===== src/rtl/fetch_pkg.sv =====
// -----------------------------------------------------------------------------
// fetch_pkg
// Shared definitions for the instruction fetch slice:
//   XLEN             - datapath width (32)
//   RESET_PC_DEFAULT - PC loaded on reset unless the top overrides RESET_PC
//   fetch_state_e    - fetch FSM states
//                      S_FETCH : request outstanding, waiting for imem_ack
//                      S_HOLD  : instruction presented, waiting for dec_ready
//                      S_STOP  : idle, no request and nothing valid
// -----------------------------------------------------------------------------
package fetch_pkg;

  localparam int XLEN = 32;

  localparam logic [XLEN-1:0] RESET_PC_DEFAULT = 32'h0000_3000;

  typedef enum logic [1:0] {
    S_FETCH = 2'd0,
    S_HOLD  = 2'd1,
    S_STOP  = 2'd2
  } fetch_state_e;

endpackage


===== src/rtl/fetch_if.sv =====
// -----------------------------------------------------------------------------
// fetch_if
// Bundles the instruction-memory bus and the fetch->decode handshake.
//   imem_req / imem_addr : request strobe and address (address equals PC)
//   imem_ack / imem_rdata: acknowledge; rdata is valid in the ack cycle
//   Instr / instr_valid  : instruction offered to decode
//   dec_ready            : decode accepts Instr this cycle
// Handshake rule: an instruction transfers to decode on a cycle where
// instr_valid & dec_ready are both high. While instr_valid is high, Instr
// does not change; dec_ready has no effect while instr_valid is low.
// Modports: master = fetch side, slave = memory/decode side.
// -----------------------------------------------------------------------------
interface fetch_if;
  import fetch_pkg::*;

  logic            imem_req;
  logic [XLEN-1:0] imem_addr;
  logic            imem_ack;
  logic [XLEN-1:0] imem_rdata;
  logic [XLEN-1:0] Instr;
  logic            instr_valid;
  logic            dec_ready;

  modport master (
    output imem_req, imem_addr, Instr, instr_valid,
    input  imem_ack, imem_rdata, dec_ready
  );

  modport slave (
    input  imem_req, imem_addr, Instr, instr_valid,
    output imem_ack, imem_rdata, dec_ready
  );

endinterface


===== src/rtl/fetch_fsm.sv =====
// -----------------------------------------------------------------------------
// fetch_fsm
// Control FSM for the fetch unit: FETCH -> HOLD -> (FETCH | STOP).
// Ports:
//   clk, rst        - clock, asynchronous active-high reset
//   imem_ack_i      - memory acknowledge (only honoured in S_FETCH)
//   dec_ready_i     - decode ready (only honoured in S_HOLD)
//   halt_i          - stop after the instruction currently being delivered
//   misalign_i      - NPC misaligned at this handshake (0 when not checked)
//   imem_req_o      - request strobe
//   instr_valid_o   - registered valid towards decode
//   take_instr_o    - capture imem_rdata into the instruction register
//   handshake_o     - instruction accepted by decode this cycle
//   align_err_o     - sticky misalignment flag, cleared only by rst
//   state_o         - current state, for debug/observation
// -----------------------------------------------------------------------------
module fetch_fsm
  import fetch_pkg::*;
(
  input  logic         clk,
  input  logic         rst,
  input  logic         imem_ack_i,
  input  logic         dec_ready_i,
  input  logic         halt_i,
  input  logic         misalign_i,
  output logic         imem_req_o,
  output logic         instr_valid_o,
  output logic         take_instr_o,
  output logic         handshake_o,
  output logic         align_err_o,
  output fetch_state_e state_o
);

  fetch_state_e state_q;
  logic         valid_q;
  logic         align_err_q;

  always_ff @(posedge clk or posedge rst) begin
    if (rst) begin
      state_q     <= S_FETCH;
      valid_q     <= 1'b0;
      align_err_q <= 1'b0;
    end else begin
      case (state_q)
        S_FETCH: begin
          // halt is not looked at here: the outstanding request always
          // completes and its instruction is always delivered.
          if (imem_ack_i) begin
            state_q <= S_HOLD;
            valid_q <= 1'b1;
          end
        end
        S_HOLD: begin
          if (dec_ready_i) begin
            valid_q <= 1'b0;
            if (misalign_i) begin
              align_err_q <= 1'b1;
              state_q     <= S_STOP;
            end else if (halt_i) begin
              state_q <= S_STOP;
            end else begin
              state_q <= S_FETCH;
            end
          end
        end
        S_STOP: begin
          // A misalignment stop is permanent until reset.
          if (!halt_i && !align_err_q) begin
            state_q <= S_FETCH;
          end
        end
        default: begin
          state_q <= S_FETCH;
          valid_q <= 1'b0;
        end
      endcase
    end
  end

  // Gated by rst so the request drops the moment reset asserts and is
  // present as soon as reset is released.
  assign imem_req_o    = (state_q == S_FETCH) && !rst;
  assign instr_valid_o = valid_q;
  assign take_instr_o  = (state_q == S_FETCH) && imem_ack_i;
  assign handshake_o   = valid_q && dec_ready_i;
  assign align_err_o   = align_err_q;
  assign state_o       = state_q;

endmodule


===== src/rtl/fetch_unit.sv =====
// -----------------------------------------------------------------------------
// fetch_unit
// Instruction fetch stage: holds PC, the fetched instruction and the count of
// delivered instructions; sequencing lives in fetch_fsm.
// Ports:
//   clk, rst     - clock, asynchronous active-high reset
//   bus          - fetch_if.master (imem request/ack, decode handshake)
//   NPC          - next PC from the npc stage, loaded on each handshake
//   halt         - stop fetching after the instruction being delivered
//   PC           - address of the instruction being fetched or held
//   PC_add_4     - PC + 4 (wraps modulo 2^32)
//   align_err    - sticky misaligned-NPC flag
//   fetch_cnt    - delivered instruction count (wraps silently)
//   dbg_state_o  - FSM state for observation
// Configuration:
//   FETCH_ALIGN_CHECK_EN defined   : misaligned NPC at a handshake loads PC
//                                    unchanged, sets align_err, stops for good.
//   FETCH_ALIGN_CHECK_EN undefined : NPC low two bits are forced to zero and
//                                    align_err stays 0.
// -----------------------------------------------------------------------------
module fetch_unit
  import fetch_pkg::*;
#(
  parameter logic [XLEN-1:0] RESET_PC = RESET_PC_DEFAULT
) (
  input  logic            clk,
  input  logic            rst,
  fetch_if.master         bus,
  input  logic [XLEN-1:0] NPC,
  input  logic            halt,
  output logic [XLEN-1:0] PC,
  output logic [XLEN-1:0] PC_add_4,
  output logic            align_err,
  output logic [XLEN-1:0] fetch_cnt,
  output fetch_state_e    dbg_state_o
);

  logic [XLEN-1:0] pc_q;
  logic [XLEN-1:0] instr_q;
  logic [XLEN-1:0] cnt_q;
  logic [XLEN-1:0] pc_d;
  logic            misalign;
  logic            take_instr;
  logic            handshake;

`ifdef FETCH_ALIGN_CHECK_EN
  assign misalign = |NPC[1:0];
  assign pc_d     = NPC;
`else
  assign misalign = 1'b0;
  assign pc_d     = NPC & {{(XLEN-2){1'b1}}, 2'b00};
`endif

  fetch_fsm u_fsm (
    .clk           (clk),
    .rst           (rst),
    .imem_ack_i    (bus.imem_ack),
    .dec_ready_i   (bus.dec_ready),
    .halt_i        (halt),
    .misalign_i    (misalign),
    .imem_req_o    (bus.imem_req),
    .instr_valid_o (bus.instr_valid),
    .take_instr_o  (take_instr),
    .handshake_o   (handshake),
    .align_err_o   (align_err),
    .state_o       (dbg_state_o)
  );

  // PC and counter only move on a handshake, Instr only on an accepted ack,
  // so all three are stable while a request or valid is pending.
  always_ff @(posedge clk or posedge rst) begin
    if (rst) begin
      pc_q    <= RESET_PC;
      instr_q <= '0;
      cnt_q   <= '0;
    end else begin
      if (take_instr) begin
        instr_q <= bus.imem_rdata;
      end
      if (handshake) begin
        pc_q  <= pc_d;
        cnt_q <= cnt_q + 1'b1;
      end
    end
  end

  assign PC            = pc_q;
  assign PC_add_4      = pc_q + 32'd4;
  assign bus.imem_addr = pc_q;
  assign bus.Instr     = instr_q;
  assign fetch_cnt     = cnt_q;

endmodule


===== src/flat_wrapper.sv =====
// flat-port wrapper written by rule: the top's interface ports become plain ports
module fetch_unit_flat import fetch_pkg::*;
#(
  parameter logic [XLEN-1:0] RESET_PC = RESET_PC_DEFAULT
)
  (clk, rst, NPC, halt, PC, PC_add_4, align_err, fetch_cnt, dbg_state_o, bus_imem_req, bus_imem_addr, bus_Instr, bus_instr_valid, bus_imem_ack, bus_imem_rdata, bus_dec_ready);
  fetch_if bus_i ();
  input  logic clk;
  input  logic rst;
  input  logic [XLEN-1:0] NPC;
  input  logic halt;
  output logic [XLEN-1:0] PC;
  output logic [XLEN-1:0] PC_add_4;
  output logic align_err;
  output logic [XLEN-1:0] fetch_cnt;
  output fetch_state_e dbg_state_o;
  output wire logic [$bits(bus_i.imem_req)-1:0] bus_imem_req;
  output wire logic [$bits(bus_i.imem_addr)-1:0] bus_imem_addr;
  output wire logic [$bits(bus_i.Instr)-1:0] bus_Instr;
  output wire logic [$bits(bus_i.instr_valid)-1:0] bus_instr_valid;
  input wire logic [$bits(bus_i.imem_ack)-1:0] bus_imem_ack;
  input wire logic [$bits(bus_i.imem_rdata)-1:0] bus_imem_rdata;
  input wire logic [$bits(bus_i.dec_ready)-1:0] bus_dec_ready;
  assign bus_imem_req = bus_i.imem_req;
  assign bus_imem_addr = bus_i.imem_addr;
  assign bus_Instr = bus_i.Instr;
  assign bus_instr_valid = bus_i.instr_valid;
  assign bus_i.imem_ack = bus_imem_ack;
  assign bus_i.imem_rdata = bus_imem_rdata;
  assign bus_i.dec_ready = bus_dec_ready;
  fetch_unit #(.RESET_PC(RESET_PC)) u_core (.clk(clk), .rst(rst), .bus(bus_i), .NPC(NPC), .halt(halt), .PC(PC), .PC_add_4(PC_add_4), .align_err(align_err), .fetch_cnt(fetch_cnt), .dbg_state_o(dbg_state_o));
endmodule

===== config.mk =====
export PLATFORM = sky130hd
export DESIGN_NAME = fetch_unit_flat
export DESIGN_NICKNAME = d
export VERILOG_FILES = /design/src/rtl/fetch_pkg.sv /design/src/rtl/fetch_if.sv /design/src/rtl/fetch_fsm.sv /design/src/rtl/fetch_unit.sv /design/src/flat_wrapper.sv
export SDC_FILE = /design/constraint.sdc
export NUM_CORES = 1
export LEC_CHECK = 0
export BUFFER_PORTS_ARGS = -buffer_cell sky130_fd_sc_hd__buf_2
export CORE_MARGIN = 10
export CORE_UTILIZATION = 30
export DETAILED_ROUTE_END_ITERATION = 7
export MAX_ROUTING_LAYER = met4
export REMOVE_ABC_BUFFERS = 1
export SYNTH_ARGS = -nofsm -noshare
export SYNTH_HDL_FRONTEND = slang
export SYNTH_HIERARCHICAL = 1
export SYNTH_SLANG_ARGS = --single-unit
export TNS_END_PERCENT = 1

===== constraint.sdc =====
create_clock -name clk -period 4 [get_ports clk]
set_input_delay 0.8 -clock clk [delete_from_list [all_inputs] [get_ports clk]]
set_output_delay 0.8 -clock clk [all_outputs]
set_load 0.02 [all_outputs]

==> out/metrics.csv <==
stage;metric;value;unit
power;intPower;2.75;mW
place;post-place-ws;1.28;ns
timing;fmax;325;MHz
place;place_inst;807;
power;seqPwrFrac;35.0;%
synth;syn_avg_cell_area;11.9;µm²
floorplanning;die_area;21500;µm²
critical_path;worstPathRequired;3.20;ns
timing;timing.final.ws_setup;0.926;ns
worst_hold_path;hp-class;in -> async;
route;wl_per_cell;17.0;µm
clock_network;clk_pin_slew;0.07;ns
cells_and_area;antennaDiodeCount;0;
route;firstDrtPassIters;4;
power;ir_drop;0.253;mV
synth;synth_top_area_share;49.9;%
place;dp_hpwl;11.1;mm
global_routing;grt_pass1_wl;22.1;mm
synth;synth-seq-cells;98;
global_routing;grt-ovfl-total;0;
floorplanning;pin_count;234;
clock_network;cts_buffers;9;
status;status;finished, final reports clean;
power;share_comb_of_total_power;45.8;%
flow_run;drv_cap;0;
place;gp_congestion;0.784;
cells_and_area;drive_gt1_share;52.4;%
timing;slew_headroom;51.3;%
critical_path;cp.arrival;2.27;ns
timing;skew;0.0122;ns
timing;drv_slew;0;
synth;ys_types;40;
clock_network;cts-resized-gates;0;
global_routing;grt_pass1_vias;4062;
floorplanning;die-width;147;µm
power;p_per_area;773;nW/µm²
power;switching_share;43.2;%
clock_network;hold_buffers;0;
critical_path;crit_type;reg -> out;
clock_network;ctsRootBufferMaster;clkbuf_16;
power;p_clk_share;19.2;%
floorplanning;initial_core_util;30.4;%
cells_and_area;mostFrequentLayoutCell;buf_2;
critical_path;startpoint_type;flip-flop;
timing;finalHoldViolCount;0;
place;numPortBuffers;225;
synth;synth_edf_count;0;
floorplanning;core;15800;µm²
synth;yosysSeqAreaShare;51.0;%
clock_network;cts_tree;yes;
power;p_leak;3.07;nW
timing;min_period;3.07;ns
clock_network;clock_latency;0.35;ns
clock_network;cts_max_level;3;
clock_network;cts.path.max_buffers;2;
route;routed_via_density;4.56;
clock_network;clock_sinks;98;
route;route.detailed.drc;0;
route;num_vias;3756;
route;drtIter0Drc;142;
global_routing;grt_max_degree;95;
global_routing;antenna_found_initial;0;
cells_and_area;syn_to_final_growth;30.2;%
synth;synth_cells;403;
route;antenna_left;0;
synth;synth_top_cell_by_area;dfrtp_1;
synth;async_reset_ff_share;100;%
synth;syn-cell-area;4810;µm²
global_routing;track_usage;13.1;%
cells_and_area;final_nets;673;
floorplanning;die_h;147;µm
critical_path;crit_path_end_kind;output port;
synth;yosys-top-cells-area;dfrtp_1 50%, mux2_2 15%, xnor2_1 7.5%;
timing;setup_tns;0;ns
timing;rsz0062_at_grt;false;
power;p_sw;2.09;mW
synth;synth_top_flop_cell;dfrtp_1;
route;wirelength;14.0;mm
floorplanning;rows;46;
timing;post-route-period-util;76.9;%
cells_and_area;fillers;1570;
timing;tightest_slew;0.730;ns
cells_and_area;final_cells;823;
critical_path;worstPathMaxFanout;7;
timing;setup_violations;0;
synth;yosys_warnings;6;
cells_and_area;layout_common_cells;225 x buf_2, 96 x dfrtp_1, 62 x mux2_2;
clock_network;cts_setup_buffers;0;
layer usage:
metal	track usage [%]	vias up	part of all wire, %
li1	-	1756	-
met2	22.7	143	52
met3	4.64	13	7.4
met1	13.9	1844	40
met4	3.60	0	1.2
met5	-	-	0
worst paths after layout:
kind | start | end | slack, ns | depth (start not counted)
worst max-delay path | u_core/PC[4] | PC_add_4[21] | 0.93 | 5
worst min-delay path | rst | u_core/u_fsm/state_o[1] | 0.37 | 2
worst max register to register | u_core/u_fsm/instr_valid_o | u_core/fetch_cnt[21] | 1.90 | 5
worst min register to register | u_core/fetch_cnt[31] | u_core/fetch_cnt[31] | 0.47 | 1
max in group asynchronous | rst | u_core/PC[13] | 3.02 | 3
min in group clk | u_core/fetch_cnt[31] | u_core/fetch_cnt[31] | 0.47 | 1
power groups by stage:
stage	Clock, mW	Sequential [mW]	Combinational, mW
6_report	0.932	1.69	2.22
5_1_grt	1.02	1.76	2.37
4_1_cts	0.970	1.71	2.26
3_5_place_dp	0	1.72	2.26
3_3_place_gp	0	1.69	2.24
2_1_floorplan	0	2.23	0.838
layout make-up:
cell class / instances / area [µm²] / share of cell area [%]
clock buffer: 12 / 246 / 3.93
clock inverter: 4 / 75.1 / 1.20
inverter: 11 / 43.8 / 0.699
multi-input combinational: 253 / 2010 / 32.1
sequential: 98 / 2450 / 39.2
tap: 216 / 270 / 4.31
timing repair buffer: 229 / 1170 / 18.6
worst max-delay path, stage by stage, from the launching register on:
cell and delay (ns):
dfrtp_1 0.50, nand3_1 0.32, nor3_1 0.54, nand4_1 0.21, xnor2_1 0.17, buf_2 0.19
cells by family (layout without fill, tap and decap cells):
| kind of cell | after synthesis | after routing | synth area share [%] |
|---|---|---|---|
| flip-flops | 98 | 98 | 51.0 |
| buffers and inverters | 59 | 256 | 7.85 |
| XOR/XNOR | 59 | 59 | 10.7 |
| AO/OA/AOI/OAI | 7 | 7 | 1.01 |
| multiplexers | 62 | 62 | 14.5 |
| adder cells (fa/ha/maj) | 2 | 2 | 0.520 |
| AND/OR/NAND/NOR | 115 | 115 | 14.3 |
| other | 1 | 8 | 0.0779 |
flip-flops by register name (all words and copies together), names as in the netlist:
signal,count
u_core/PC,30
u_core/u_fsm/align_err_o,1
u_core/u_fsm/state_o,2
u_core/fetch_cnt,32
u_core/bus.Instr,32
u_core/u_fsm/instr_valid_o,1
cells in the mapped netlist (2+ instances only):
| master | count |
|---|---|
| buf_6 | 2 |
| and3_1 | 6 |
| nand3_1 | 23 |
| dfstp_2 | 2 |
| nor3_1 | 11 |
| mux2_2 | 62 |
| xnor2_1 | 41 |
| ha_1 | 2 |
| clkbuf_1 | 4 |
| nand4_1 | 22 |
| buf_1 | 3 |
| and4_1 | 4 |
| nor2_1 | 13 |
| buf_4 | 37 |
| a21oi_1 | 2 |
| dfrtp_1 | 96 |
| nand2_1 | 17 |
| and2_1 | 2 |
| nor4_4 | 2 |
| nand2b_1 | 3 |
| xor2_1 | 18 |
| inv_1 | 11 |
| nand4_2 | 2 |
| buf_2 | 2 |
metrics by stage:
stage          hold WS, ns  power (mW)  utilization (%)  area (µm²)
2_1_floorplan        0.566        3.07                -        4500
3_3_place_gp         0.455        3.93             37.6        5950
3_5_place_dp         0.468        3.98             37.6        5950
4_1_cts              0.358        4.94             39.6        6270
5_1_grt              0.366        5.15             39.6        6270
6_report             0.367        4.85             39.6        6270
Power figures use the tool's default switching activity.
